$ cat config.mk
export PLATFORM = sky130hd
export DESIGN_NAME = clm_rd_arb
export DESIGN_NICKNAME = d
export VERILOG_FILES = /design/src/rtl/clm_arb_pkg.sv /design/src/rtl/clm_ord_fifo.sv /design/src/rtl/clm_rd_arb.sv
export SDC_FILE = /design/constraint.sdc
export NUM_CORES = 1
export LEC_CHECK = 0
export CAP_MARGIN = 40
export CORE_AREA = 3 3 162 164
export CTS_BUF_LIST = sky130_fd_sc_hd__clkbuf_16
export CTS_CLUSTER_SIZE = 8
export DETAILED_ROUTE_END_ITERATION = 12
export DIE_AREA = 0 0 165 167
export MAX_ROUTING_LAYER = met4
export PLACE_DENSITY = 0.6
export SETUP_SLACK_MARGIN = 0.05
export SYNTH_ARGS = -nofsm -noshare
export SYNTH_HDL_FRONTEND = slang
export SYNTH_SLANG_ARGS = --single-unit
$ cat constraint.sdc
create_clock -name clk -period 2.5 [get_ports clk]
set_clock_uncertainty 0.2 [all_clocks]
set_input_delay 0.5 -clock clk [delete_from_list [all_inputs] [get_ports clk]]
set_output_delay 0.5 -clock clk [all_outputs]
set_load 0.03 [all_outputs]
$ cat src/rtl/clm_arb_pkg.sv
`default_nettype none
// ============================================================================
// Module  : clm_arb_pkg
// Brief   : Shared types and helpers for the CLM read-port arbiter.
// Revision: 1.0
// ============================================================================
package clm_arb_pkg;

    typedef enum logic [0:0] {
        IDLE  = 1'b0,
        BURST = 1'b1
    } arb_state_t;

    localparam int C_MAX_NR = 8;

    // Index width for n entries, never narrower than one bit.
    function automatic int idx_w(input int n);
        return (n <= 2) ? 1 : $clog2(n);
    endfunction

    // First asserted request scanning ptr, ptr+1, ... modulo nr.
    function automatic logic [2:0] rr_next(input logic [C_MAX_NR-1:0] req,
                                           input logic [2:0]          ptr,
                                           input int                  nr);
        logic [2:0] pick;
        logic       found;
        int         idx;
        pick  = ptr;
        found = 1'b0;
        for (int i = 0; i < C_MAX_NR; i++) begin
            idx = (int'(ptr) + i) % nr;
            if ((i < nr) && !found && req[idx[2:0]]) begin
                pick  = idx[2:0];
                found = 1'b1;
            end
        end
        return pick;
    endfunction

endpackage
`default_nettype wire

$ cat src/rtl/clm_ord_fifo.sv
`default_nettype none
// ============================================================================
// Module  : clm_ord_fifo
// Brief   : Grant-order FIFO; holds requester indices of outstanding bursts.
// Revision: 1.0
// ============================================================================
module clm_ord_fifo
    import clm_arb_pkg::*;
#(
    parameter int OD = 4,
    parameter int W  = 2
) (
    input  logic         clk,
    input  logic         rst_n,
    input  logic         push,
    input  logic [W-1:0] din,
    output logic         full,
    input  logic         pop,
    output logic [W-1:0] dout,
    output logic         empty
);

    localparam int PW = idx_w(OD);

    logic [PW-1:0] r_wr_ptr;
    logic [PW-1:0] r_rd_ptr;
    logic [PW:0]   r_count;
    logic [W-1:0]  r_mem [OD];
    logic          w_push;
    logic          w_pop;

    assign w_push = push && !full;
    assign w_pop  = pop && !empty;
    assign full   = (r_count == (PW+1)'(OD));
    assign empty  = (r_count == '0);
    assign dout   = r_mem[r_rd_ptr];

    // Depth is a power of two, so the pointers wrap by plain overflow.
    always_ff @(posedge clk) begin
        if (!rst_n) begin
            r_wr_ptr <= '0;
            r_rd_ptr <= '0;
            r_count  <= '0;
        end else begin
            if (w_push) r_wr_ptr <= r_wr_ptr + 1'b1;
            if (w_pop)  r_rd_ptr <= r_rd_ptr + 1'b1;
            case ({w_push, w_pop})
                2'b10:   r_count <= r_count + 1'b1;
                2'b01:   r_count <= r_count - 1'b1;
                default: r_count <= r_count;
            endcase
        end
    end

    always_ff @(posedge clk) begin
        if (w_push) r_mem[r_wr_ptr] <= din;
    end

endmodule
`default_nettype wire

$ cat src/rtl/clm_rd_arb.sv
`default_nettype none
// ============================================================================
// Module  : clm_rd_arb
// Brief   : Round-robin burst arbiter for the CLM read port with in-order
//           return-data steering.
// Revision: 1.0
// ============================================================================
module clm_rd_arb
    import clm_arb_pkg::*;
#(
    parameter int NR = 3,
    parameter int AW = 32,
    parameter int DW = 64,
    parameter int OD = 4
) (
    input  logic             clk,
    input  logic             rst_n,
    input  logic [NR*AW-1:0] m_addr,
    input  logic [NR-1:0]    m_addr_first,
    input  logic [NR-1:0]    m_addr_last,
    input  logic [NR-1:0]    m_addr_valid,
    output logic [NR-1:0]    m_addr_ready,
    output logic [AW-1:0]    s_addr,
    output logic             s_addr_first,
    output logic             s_addr_last,
    output logic             s_addr_valid,
    input  logic             s_addr_ready,
    input  logic [DW-1:0]    m_data,
    input  logic             m_data_first,
    input  logic             m_data_last,
    input  logic             m_data_valid,
    output logic             m_data_ready,
    output logic [NR*DW-1:0] s_data,
    output logic [NR-1:0]    s_data_first,
    output logic [NR-1:0]    s_data_last,
    output logic [NR-1:0]    s_data_valid,
    input  logic [NR-1:0]    s_data_ready
);

    localparam int GW = idx_w(NR);

    arb_state_t        r_state;
    logic [GW-1:0]     r_gnt;
    logic [GW-1:0]     r_ptr;
    logic [C_MAX_NR-1:0] w_req;
    logic [2:0]        w_ptr3;
    logic [2:0]        w_pick;
    logic              w_push;
    logic              w_pop;
    logic              w_full;
    logic              w_empty;
    logic [GW-1:0]     w_head;
    logic [AW-1:0]     w_addr_arr [NR];

    for (genvar i = 0; i < NR; i++) begin : g_split
        assign w_addr_arr[i] = m_addr[i*AW +: AW];
    end

    always_comb begin
        w_req              = '0;
        w_req[NR-1:0]      = m_addr_valid;
        w_ptr3             = '0;
        w_ptr3[GW-1:0]     = r_ptr;
    end

    assign w_pick = rr_next(w_req, w_ptr3, NR);
    assign w_push = (r_state == IDLE) && (|m_addr_valid) && !w_full;

    // The grant is held until the last beat of the burst is accepted.
    always_ff @(posedge clk) begin
        if (!rst_n) begin
            r_state <= IDLE;
            r_gnt   <= '0;
            r_ptr   <= '0;
        end else begin
            case (r_state)
                IDLE: begin
                    if (w_push) begin
                        r_gnt   <= w_pick[GW-1:0];
                        r_state <= BURST;
                    end
                end
                BURST: begin
                    if (s_addr_valid && s_addr_ready && s_addr_last) begin
                        r_state <= IDLE;
                        r_ptr   <= (r_gnt == GW'(NR-1)) ? '0 : r_gnt + 1'b1;
                    end
                end
                default: r_state <= IDLE;
            endcase
        end
    end

    always_comb begin
        s_addr       = w_addr_arr[r_gnt];
        s_addr_first = m_addr_first[r_gnt];
        s_addr_last  = m_addr_last[r_gnt];
        s_addr_valid = (r_state == BURST) && m_addr_valid[r_gnt];
        m_addr_ready = '0;
        if (r_state == BURST) m_addr_ready[r_gnt] = s_addr_ready;
    end

    clm_ord_fifo #(
        .OD (OD),
        .W  (GW)
    ) u_ord_fifo (
        .clk   (clk),
        .rst_n (rst_n),
        .push  (w_push),
        .din   (w_pick[GW-1:0]),
        .full  (w_full),
        .pop   (w_pop),
        .dout  (w_head),
        .empty (w_empty)
    );

    assign w_pop  = !w_empty && m_data_valid && m_data_ready && m_data_last;
    assign s_data = {NR{m_data}};

    always_comb begin
        s_data_valid = '0;
        s_data_first = '0;
        s_data_last  = '0;
        m_data_ready = 1'b0;
        if (!w_empty) begin
            s_data_valid[w_head] = m_data_valid;
            s_data_first[w_head] = m_data_first;
            s_data_last[w_head]  = m_data_last;
            m_data_ready         = s_data_ready[w_head];
        end
    end

endmodule
`default_nettype wire

-- Word-level counts from Yosys, hierarchy flattened
Memories as Yosys holds them, arrays and structs flattened. A register that Yosys moved wholly into a read port is not among the register bits.
Index checks and enable logic that the tools add are counted.
- multiplexer cells: 40
- magnitude comparators: 8
- reduce and logical (&&, ||, !) cells: 23
- shifts and indexed selects: 0
- equal/unequal tests: 4
- divide/modulo/power cells: 3
- bitwise logic cells: 6
- $add $sub $neg: 7
- multipliers: 0
- operators by type and width (kind ; number):
    $bmux 32 s2 ; 1
    $mod 32x3->32 const B ; 2
    $mux 32 ; 2
    $mod 3x3->32 const B ; 1
    $mux 1 ; 16
    $logic_and 1x1->1 ; 14
    $and 3x3->3 ; 4
    $lt 3x4->1 const B ; 3
    $mux 2 ; 6
    $mux 3 ; 4
    $bmux 1 s3 ; 3
    $bmux 1 s2 ; 4
    $add 2x1->2 const B ; 3
    $lt 2x3->1 const B ; 2
    $pmux 3 s2 ; 1
    $demux 1 s2 ; 2
    $eq 2x2->1 const B ; 2
    $ge 2x1->1 const B ; 2
    $logic_not 1->1 ; 4
    $reduce_and 2->1 ; 2
    $add 2x1->3 const B ; 1
    $add 2x2->3 const B ; 1
    $add 3x1->3 const B ; 1
    $eq 3x3->1 const B ; 1
    other kinds (9) ; 9
- output and inout bits: 240
- bits in read-only memories: 0
- input port bits: 178
- latch bits: 0
- word-level logic and storage cells: 98
- bits in writable memories: 8
- memories: 1
- flip-flop bits (word level): 12
- memory list (name ; depth ; bits a word ; rd ports ; clocked after Yosys merged registers in ; write ports ; line ; source):
    u_ord_fifo.r_mem ; 4 ; 2 ; 1 ; 1 ; 1 ; clm_ord_fifo.sv:28 ; logic [W-1:0] r_mem [OD];

-- Longest topological paths before layout
Gate-level depths: netlist (run 1).
- word-level depth: 10
- depth in mapped cells: 10

-- Hierarchy
Synthesis (run 1) repeated with hierarchy kept, for this count alone.
- cells, all modules: 458
- area, all modules: 3590.9 um2
- by module, submodules not included (module ; cells each ; sequential area each (um2) ; area an instance (um2) ; instances):
    clm_rd_arb ; 394 ; 100.1 ; 2811.4 ; 1
    clm_ord_fifo ; 64 ; 420.4 ; 779.5 ; 1

-- Worst setup path before layout (run 1)
OpenSTA, ideal clock, no wires.
- path kind: register -> register
- from: register (tool-made name)
- to: register u_ord_fifo.r_count[2]
- setup time: 0.070 ns
- clock period less this slack: 2.724 ns
- arrival: 2.454 ns
- slack: -0.224 ns
- cell stages (with the launch flop): 10
- path through: dfxtp_1 > mux4_2 > nand4b_4 > o22ai_2 > ha_1 > inv_1 > fa_1 > xor2_1 > or3_1 > a21oi_1
- RTL lines (what ; line ; source):
    to (signal assigned) ; clm_ord_fifo.sv:48 ; 2'b10: r_count <= r_count + 1'b1;
    to (signal assigned) ; clm_ord_fifo.sv:49 ; 2'b01: r_count <= r_count - 1'b1;
    to (signal assigned) ; clm_ord_fifo.sv:50 ; default: r_count <= r_count;
    to (decl) ; clm_ord_fifo.sv:27 ; logic [PW:0] r_count;

==> impl_metrics.yaml, run 1 <==
pwr:
  power_density_nw_per_um2: 470
  p_leak_uw: 0.00166
  total_power_uw: 2160
  peakVddDrop_uv: 302
layout:
  finalNetCount: 641
  final_layout_size_suffix_gt1_frac: 0.256
  final_util: 0.184
  syn_to_final_growth_pct: 26.1
setup_path:
  crit_buf_inv: 1
  cp_top_family: "multiplexers"
  path_cells: "mux4_2 > nand2b_4 > o22ai_4 > ha_4 > inv_2 > fa_2 > xor2_1 > or3_1 > a21oi_2"
  cp.arrival_ps: 2660
  cpPeakStageDelay_ps: 550
  path_max_fanout: 3
  crit_path_top_delay_cell: "mux4_2"
  r2r_slack_ps: -170
  start_kind: "register"
  rr_endpoint: "u_ord_fifo.r_count[2]$_SDFFE_PN0P_"
  end_kind: "register"
  reg2reg_depth: 9
  worstSetupPathType: "reg -> reg"
  critical_path_required_ps: 2490
logic_synthesis:
  yosysMostFrequentCell: "buf_4"
  synth_area_um2: 3650
  yosys.area.top_type: "buf_4"
  avgSynthCellArea_um2: 7.86
  synth_edf_count: 8
  ys_warn_count: 0
  synth.area.top_cells: "buf_4 40%, mux2i_1 12%, dfxtp_1 7.7%, edfxtp_1 6.6%, o21ai_0 5.2%"
  yosysUniqueCellTypes: 46
  synth_common_cells: "192 x buf_4, 47 x nand2_1, 44 x mux2i_1"
  async_flop_share: 0
  syn_nets: 655
  syn_inst: 464
  ys_ff_latch: 22
  yosys.area.top_type_share: 0.395
  ys.flop_type: "dfxtp_1"
  synth_seq_area_share: 0.143
route:
  wl_mm: 11.1
  wl_per_cell_um: 14.2
  route.vias.total: 2767
  viasPerCell: 3.55
  drt_iter0_drc: 88
  drc_errors: 0
  ant_nets: 0
  firstDrtPassIters: 4
sta:
  worstMarginPinSlew_ps: 454
  slew_headroom: 0.696
  fin_hold_ws_ps: 284
  min_period_over_period: 1.07
  finalHoldViolCount: 0
  setup_viol: 8
  setup_tns_ps: -630
  max_freq_mhz: 374
  layout_setup_ws_ps: -174
  slew_violations: 0
  rsz0062_at_grt: "yes"
  period_needed_ps: 2670
global_routing:
  grt_antenna_before_repair: 1
  grt_max_degree: 41
  grt_pass1_wl_mm: 15.7
  grt_pass1_vias: 2907
  grt_usage: 0.0751
  globalRoute.totalOverflow: 0
min_path:
  hold_depth: 2
  worstHoldStart: "u_ord_fifo.r_rd_ptr[1]$_SDFFE_PN0N_"
  min_to: "u_ord_fifo.r_rd_ptr[1]$_SDFFE_PN0N_"
  holdCritPathClass: "reg -> reg"
die:
  initial_core_util: 0.146
  die_area_um2: 27600
  die_y_um: 167
  core_um2: 25000
  dieWidth_um: 165
  num_rows: 58
  ios: 418
flow_run:
  cap_viol_max_count: 0
clock_tree:
  clockBufferDepth: 2
  insertion_delay_ps: 250
  ctsHtreeMaxLevel: 1
  cts_inserted_buffers: 3
  numClockSinks: 22
  cts.clk_slew.worst_paths_ps: 60
  cts-root-buf: "clkbuf_16"
  cts_tree: "built"
run_status:
  outcome: "finished with violations"
  violations: "setup timing"
placement:
  io_buffers: 161
  place_congestion: 0.746
  pre_cts_ws_ps: -397
  dpl.hpwl_mm: 9.23
## power by group
part           internal (uW)  leakage [uW]  switching (uW)  total [uW]
logic                    629       0.00142             630        1260
clock network            318     0.0000511             127         445
registers                421      0.000191            35.5         457
## how the worst max path moves through the flow
stage	start	end	cells after the start
after floorplan	register	u_ord_fifo.r_count[2]$_SDFFE_PN0P_	9
after global placement	m_data_last	u_ord_fifo.r_count[2]$_SDFFE_PN0P_	9
after detailed placement	m_data_last	u_ord_fifo.r_count[2]$_SDFFE_PN0P_	9
after CTS	register	u_ord_fifo.r_count[2]$_SDFFE_PN0P_	9
after global routing	register	u_ord_fifo.r_count[2]$_SDFFE_PN0P_	9
final	register	u_ord_fifo.r_count[2]$_SDFFE_PN0P_	9
## sequential cells by signal, indices dropped and copies added, names as in the netlist, named ones only
| name | flops |
|---|---|
| r_gnt | 2 |
| r_ptr | 2 |
| r_state | 1 |
| u_ord_fifo.r_count | 3 |
| u_ord_fifo.r_mem | 8 |
| u_ord_fifo.r_rd_ptr | 2 |
| u_ord_fifo.r_wr_ptr | 2 |
## metal layers
layer  wire [um]  share of wire  up-vias  track usage
met4         940          0.085        0       0.0609
met3        1610           0.15       87       0.0388
met1        3810           0.34     1180       0.0750
met5           0              0        -            -
met2        4710           0.43      205        0.108
li1            -              -     1295            -
## layout by cell type (no fill, tap or decap), types with 2 or more instances in the layout
cell             instances
nor2_4                   5
buf_4                   60
nor2_1                  12
inv_2                    2
o21ai_1                 28
mux2i_1                 43
ha_2                     2
edfxtp_1                 8
dfxtp_2                  3
a21oi_1                  3
a21boi_0                 2
clkbuf_16                3
nand4_1                  2
mux4_2                   2
nor3_1                   2
or3_1                    2
buf_6                    8
buf_12                   9
inv_1                   11
nand3_1                  2
xor2_1                   3
ha_4                     2
nor3b_1                  2
dfxtp_1                 11
nand2b_1                 2
nor3_2                   2
clkdlybuf4s50_1        113
and2_1                  11
a31oi_1                  2
ha_1                     8
o21ai_0                 10
nand2_1                 47
## stage by stage
step                instances  cell area [um2]
floorplan                 464             3660
global placement          771             4340
detailed placement        771             4340
CTS                       777             4490
global route              780             4600
finish                    780             4600
## area by class of cell
cell class,count,area [um2]
Fill cell,2806,20400
Timing Repair Buffer,190,1850
Multi-Input combinational cell,220,1650
Sequential cell,22,524
Tap cell,330,413
Clock buffer,3,75.1
Inverter,13,48.8
Clock inverter,1,30.0
Antenna cell,1,2.50
## repair_timing
action                                 CTS  global route
resized for setup                        4            26
setup endpoints to repair               12            36
hold buffers                             0             0
pin swaps                                7             2
setup buffers                            2             2
endpoints found under the hold margin    0             0
## worst register-to-register path: stages, from the launching register on
cell	delay [ps]
dfxtp_2	350
mux4_2	550
nand2b_4	180
o22ai_4	190
ha_4	170
inv_2	30
fa_2	320
xor2_1	150
or3_1	330
a21oi_2	140
## kinds of logic (layout without fill, tap and decap cells)
family | count (synthesis) | count (layout) | share of synthesized area
and+or+nand+nor | 99 | 99 | 0.134
DFF | 22 | 22 | 0.143
other | 0 | 1 | 0
xor gates and xnor gates | 5 | 5 | 0.0141
AOI/OAI and AO/OA | 55 | 55 | 0.0902
muxes | 48 | 48 | 0.140
adders and majority gates | 13 | 13 | 0.0466
buffers and inverters | 222 | 207 | 0.432
(Power assumes the default switching activity.)
==> run 2, diff against run 1 <==
PLACE_DENSITY = 0.58   (was 0.6)
clock period = 2.9 ns   (was 2.5 ns; I/O delays follow)
==> run 2 against run 1 <==
Combinational power shrank 24%. Clock power shrank 13%. Setup slack gained 290 ps. Sequential power shrank 13%. Sequential cell count is the same. The flow now finishes without violations. Largest cell class unchanged. Core utilization shrank 0.96 points. Total power shrank 20%. First-iteration DRC count grew 59%. Non-clock buffer count shrank 10. Routed wire length grew 8.1%. Via count shrank 0.47%. Final cell count shrank 1.4%.
==> impl_metrics.yaml, run 2 (same netlist as run 1, synthesis figures left out) <==
global_routing:
  grt_pass1_vias: 2842
  globalRoute.totalOverflow: 0
  grt_pass1_wl_mm: 16.7
  grt_antenna_before_repair: 0
  grt_max_degree: 37
  grt_usage: 0.0825
min_path:
  holdCritPathClass: "reg -> reg"
  worstHoldStart: "u_ord_fifo.r_rd_ptr[1]$_SDFFE_PN0N_"
layout:
  fillCellCount: 2849
  largest_register_ffs: 8
  final_util: 0.174
  finalNetCount: 631
  largest-register: "u_ord_fifo.r_mem"
  diodes: 0
  final_common_cell: "clkdlybuf4s50_1"
  instances_no_fill: 769
  final_cell_mix: "114 x clkdlybuf4s50_1, 54 x buf_4, 47 x nand2_1, 43 x mux2i_1, 38 x o21ai_0"
  final_layout_size_suffix_gt1_frac: 0.185
  syn_to_final_growth_pct: 19.5
  largestRegisters: "u_ord_fifo.r_mem (8), u_ord_fifo.r_count (3)"
clock_tree:
  cts_tree: "built"
  numClockSinks: 22
  hold_buffers: 0
  clockBufferDepth: 2
  ctsHtreeMaxLevel: 1
  cts_inserted_buffers: 3
  cts.clk_slew.worst_paths_ps: 60
  insertion_delay_ps: 250
  cts-root-buf: "clkbuf_16"
pwr:
  peakVddDrop_uv: 267
  power_density_nw_per_um2: 398
  total_power_uw: 1740
  p_leak_uw: 0.00160
route:
  drc_errors: 0
  route.vias.total: 2754
  viasPerCell: 3.58
  wl_mm: 12.0
  firstDrtPassIters: 4
  ant_nets: 0
  wl_per_cell_um: 15.6
  drt_iter0_drc: 140
sta:
  finalHoldViolCount: 0
  rsz0062_at_grt: "yes"
  period_needed_ps: 2790
  fin_hold_ws_ps: 313
  setup_tns_ps: 0
  min_period_over_period: 0.962
  setup_viol: 0
  max_freq_mhz: 359
  worstMarginPinSlew_ps: 466
  slew_violations: 0
  slew_headroom: 0.689
die:
  die_area_um2: 27600
  num_rows: 58
  core_um2: 25000
  die_y_um: 167
  dieWidth_um: 165
  initial_core_util: 0.146
  ios: 418
setup_path:
  cp.arrival_ps: 2010
  start_kind: "primary input"
  crit_start: "s_addr_ready"
  end_kind: "output port"
  critical_path_required_ps: 2120
  worstSetupPathType: "in -> out"
  path_max_fanout: 4
placement:
  placed_cells: 764
  place_congestion: 0.781
  io_buffers: 161
  dpl.hpwl_mm: 10.3
flow_run:
  cap_viol_max_count: 0
run_status:
  outcome: "complete, no violations"
==> run 2: cell count changes in the layout (fill, tap and decap cells not counted), moves of 2 or more <==
cell           change
o21ai_1           -28
nor2_4             -5
o21ai_0           +28
buf_4              -6
buf_12             -5
ha_4               -2
buf_6              -8
ha_1               +3
dlygate4sd2_1      +7
nor2_1             +6
==> run 2: worst max-delay path: stages <==
cell             delay (ps)
clkdlybuf4s50_1         450
nand2_1                 110
nor2_1                  160
clkdlybuf4s50_1         700
==> run 2: path summary, 6_finish.rpt <==
path                                                            end  slack (ps)  depth (start not counted)
worst max register to register   u_ord_fifo.r_count[2]$_SDFFE_PN0P_         150                          9
worst min register to register  u_ord_fifo.r_rd_ptr[1]$_SDFFE_PN0N_         310                          2
worst min-delay path            u_ord_fifo.r_rd_ptr[1]$_SDFFE_PN0N_         310                          2
worst max-delay path                                m_addr_ready[1]         110                          4
==> run 2: area by class of cell <==
type	count	area (um2)	area share
Clock buffer	3	75.1	0.0172
Tap cell	330	413	0.0947
Sequential cell	22	523	0.120
Timing Repair Buffer	180	1700	0.390
Inverter	13	48.8	0.0112
Multi-Input combinational cell	220	1570	0.360
Clock inverter	1	30.0	0.00689
==> run 2: timing repair <==
action	CTS	global route
pin swaps	0	3
buffers inserted	0	1
hold endpoints to repair	0	0
setup endpoints to repair	7	3
resized for setup	7	5
==> run 2: report_power, final <==
part | leakage, uW | internal [uW] | switching [uW]
Combinational | 0.00136 | 460 | 493
Clock | 0.0000511 | 274 | 111
Sequential | 0.000191 | 363 | 35.5
Total | 0.00160 | 1100 | 639
==> run 2: stage by stage <==
stage	setup slack, ps	cell area, um2
after floorplan	176	3650
after global placement	-44.8	4240
after detailed placement	-86.1	4240
after CTS	71.9	4330
after global routing	39.0	4360
final	111	4360
==> run 2: routing by layer <==
layer  part of all wire  routed length (um)  global-route usage
met5                  0                   0                   -
met1               0.33                3930              0.0766
met3               0.17                2030              0.0547
met4              0.060                 718              0.0452
met2               0.44                5290               0.127
==> run 3, diff against run 2 <==
--- a/config.mk
+++ b/config.mk
@@ -6,5 +6,5 @@
 export NUM_CORES = 1
 export LEC_CHECK = 0
-export CAP_MARGIN = 40
+export CAP_MARGIN = 20
 export CORE_AREA = 3 3 162 164
 export CTS_BUF_LIST = sky130_fd_sc_hd__clkbuf_16
==> constraint.sdc (replaced) <==
create_clock -name clk -period 2.9 [get_ports clk]
set_clock_uncertainty 0.2 [all_clocks]
set_input_delay 0.58 -clock clk [delete_from_list [all_inputs] [get_ports clk]]
set_output_delay 0.58 -clock clk [all_outputs]
set_load 0.05 [all_outputs]
==> run 3 against run 2 <==
Die area stayed put. Critical path type is now reg -> out. Sequential power about the same. First-iteration DRC count decreased by 39%. Global-route usage decreased by 0.089 points. Largest power group unchanged.
==> impl_metrics.yaml, run 3 (same netlist as run 1, synthesis figures left out) <==
run_status:
  outcome: "complete, no violations"
sta:
  period_needed_ps: 2770
  worstMarginPinSlew_ps: 470
  min_period_over_period: 0.954
  finalHoldViolCount: 0
  fin_hold_ws_ps: 284
  slew_violations: 0
  rsz0062_at_grt: "yes"
  slew_headroom: 0.686
  setup_viol: 0
  max_freq_mhz: 361
  layout_setup_ws_ps: 132
layout:
  final_common_cell: "clkdlybuf4s50_1"
  largestRegisters: "u_ord_fifo.r_mem (8), u_ord_fifo.r_count (3)"
  final_util: 0.196
  final_layout_size_suffix_gt1_frac: 0.200
  finalNetCount: 628
  largest_register_ffs: 8
  final_cell_mix: "112 x clkdlybuf4s50_1, 50 x buf_12, 47 x nand2_1, 44 x mux2i_1, 27 x o21ai_1"
  largest-register: "u_ord_fifo.r_mem"
  syn_to_final_growth_pct: 34.3
  final_cell_area_um2: 4900
min_path:
  hold_depth: 2
  holdCritPathClass: "reg -> reg"
global_routing:
  grt_pass1_vias: 2835
  grt_pass1_wl_mm: 16.5
  grt_usage: 0.0816
  grt_max_degree: 41
  globalRoute.totalOverflow: 0
  grt_antenna_before_repair: 1
setup_path:
  cp_top_family: "multiplexers"
  worstSetupPathType: "reg -> out"
  crit_path_top_delay_cell: "mux4_2"
  path_cells: "mux4_2 > mux2i_1 > o22ai_1 > and2_1 > buf_12"
  critical_path_required_ps: 2120
  r2r_slack_ps: 160
  path_max_fanout: 4
  cpPeakStageDelay_ps: 550
  reg2reg_depth: 9
  cp-endpoint: "m_data_ready"
  rr_endpoint: "u_ord_fifo.r_count[2]$_SDFFE_PN0P_"
  end_kind: "output port"
  crit_buf_inv: 1
  cp.arrival_ps: 1990
  cp_num_cells: 5
  start_kind: "register"
placement:
  place_congestion: 0.779
  pre_cts_ws_ps: -96.1
  placed_area_um2: 4750
  dpl.hpwl_mm: 10.1
  io_buffers: 161
clock_tree:
  numClockSinks: 22
  ctsHtreeMaxLevel: 1
  cts_inserted_buffers: 3
  insertion_delay_ps: 260
  hold_buffers: 0
  clockBufferDepth: 2
  cts_tree: "built"
  cts.clk_slew.worst_paths_ps: 60
  cts-root-buf: "clkbuf_16"
die:
  initial_core_util: 0.146
  ios: 418
  die_area_um2: 27600
  dieWidth_um: 165
  die_y_um: 167
  num_rows: 58
  core_um2: 25000
route:
  route.vias.total: 2680
  ant_nets: 0
  drt_iter0_drc: 85
  wl_mm: 11.6
  wl_per_cell_um: 15.1
  drc_errors: 0
  firstDrtPassIters: 4
  viasPerCell: 3.49
flow_run:
  cap_viol_max_count: 0
pwr:
  total_power_uw: 2140
  p_leak_uw: 0.00176
  power_density_nw_per_um2: 436
  peakVddDrop_uv: 185
run 3: metal layers:
metal  wire [um]  part of all wire  up-vias  GRT usage
met4         722             0.062        0     0.0463
met2        4960              0.43      264      0.120
li1            -                 -     1268          -
met1        3750              0.32     1085     0.0778
met3        2150              0.19       63     0.0585
met5           0                 0        -          -
run 3: worst min path at each step:
stage	from	end	slack (ps)
after global routing	u_ord_fifo.r_rd_ptr[1]$_SDFFE_PN0N_	u_ord_fifo.r_rd_ptr[1]$_SDFFE_PN0N_	330
after floorplan	u_ord_fifo.r_rd_ptr[1]$_SDFFE_PN0N_	register	250
after detailed placement	u_ord_fifo.r_rd_ptr[1]$_SDFFE_PN0N_	u_ord_fifo.r_rd_ptr[1]$_SDFFE_PN0N_	270
after global placement	u_ord_fifo.r_rd_ptr[1]$_SDFFE_PN0N_	u_ord_fifo.r_rd_ptr[1]$_SDFFE_PN0N_	290
after CTS	u_ord_fifo.r_rd_ptr[1]$_SDFFE_PN0N_	u_ord_fifo.r_rd_ptr[1]$_SDFFE_PN0N_	290
final	u_ord_fifo.r_rd_ptr[1]$_SDFFE_PN0N_	u_ord_fifo.r_rd_ptr[1]$_SDFFE_PN0N_	280
run 3: layout make-up:
cell class / count / area [um2]
fill: 2798 / 20100
timing repair buffer: 177 / 2240
multi-input combinational: 220 / 1570
sequential: 22 / 523
tap: 330 / 413
clock buffer: 3 / 75.1
inverter: 13 / 48.8
clock inverter: 1 / 30.0
antenna: 1 / 2.50
run 3: where the power goes:
| group | internal [uW] | switching, uW | total [uW] |
|---|---|---|---|
| logic | 665 | 683 | 1350 |
| clock network | 274 | 118 | 392 |
| registers | 363 | 34.4 | 398 |
| total | 1300 | 835 | 2140 |
run 3: worst reg2reg max path: stages (launching register included):
cell and delay (ps):
dfxtp_2 350, mux4_2 550, nand2b_4 190, o22ai_4 160
ha_2 200, inv_1 50, fa_1 370, xor2_1 160
or3_1 300, a21oi_1 140
run 3: stage by stage:
| step | setup TNS, ps | instances |
|---|---|---|
| finish | 0 | 767 |
| global route | 0 | 767 |
| CTS | 0 | 762 |
| detailed placement | -96.1 | 758 |
| global placement | -53.2 | 758 |
| floorplan | 0 | 464 |
run 3: timing repair:
action	4_1_cts	5_1_grt
endpoints found under the setup margin	1	4
setup buffers	0	4
pin swaps	0	3
resized for setup	1	4
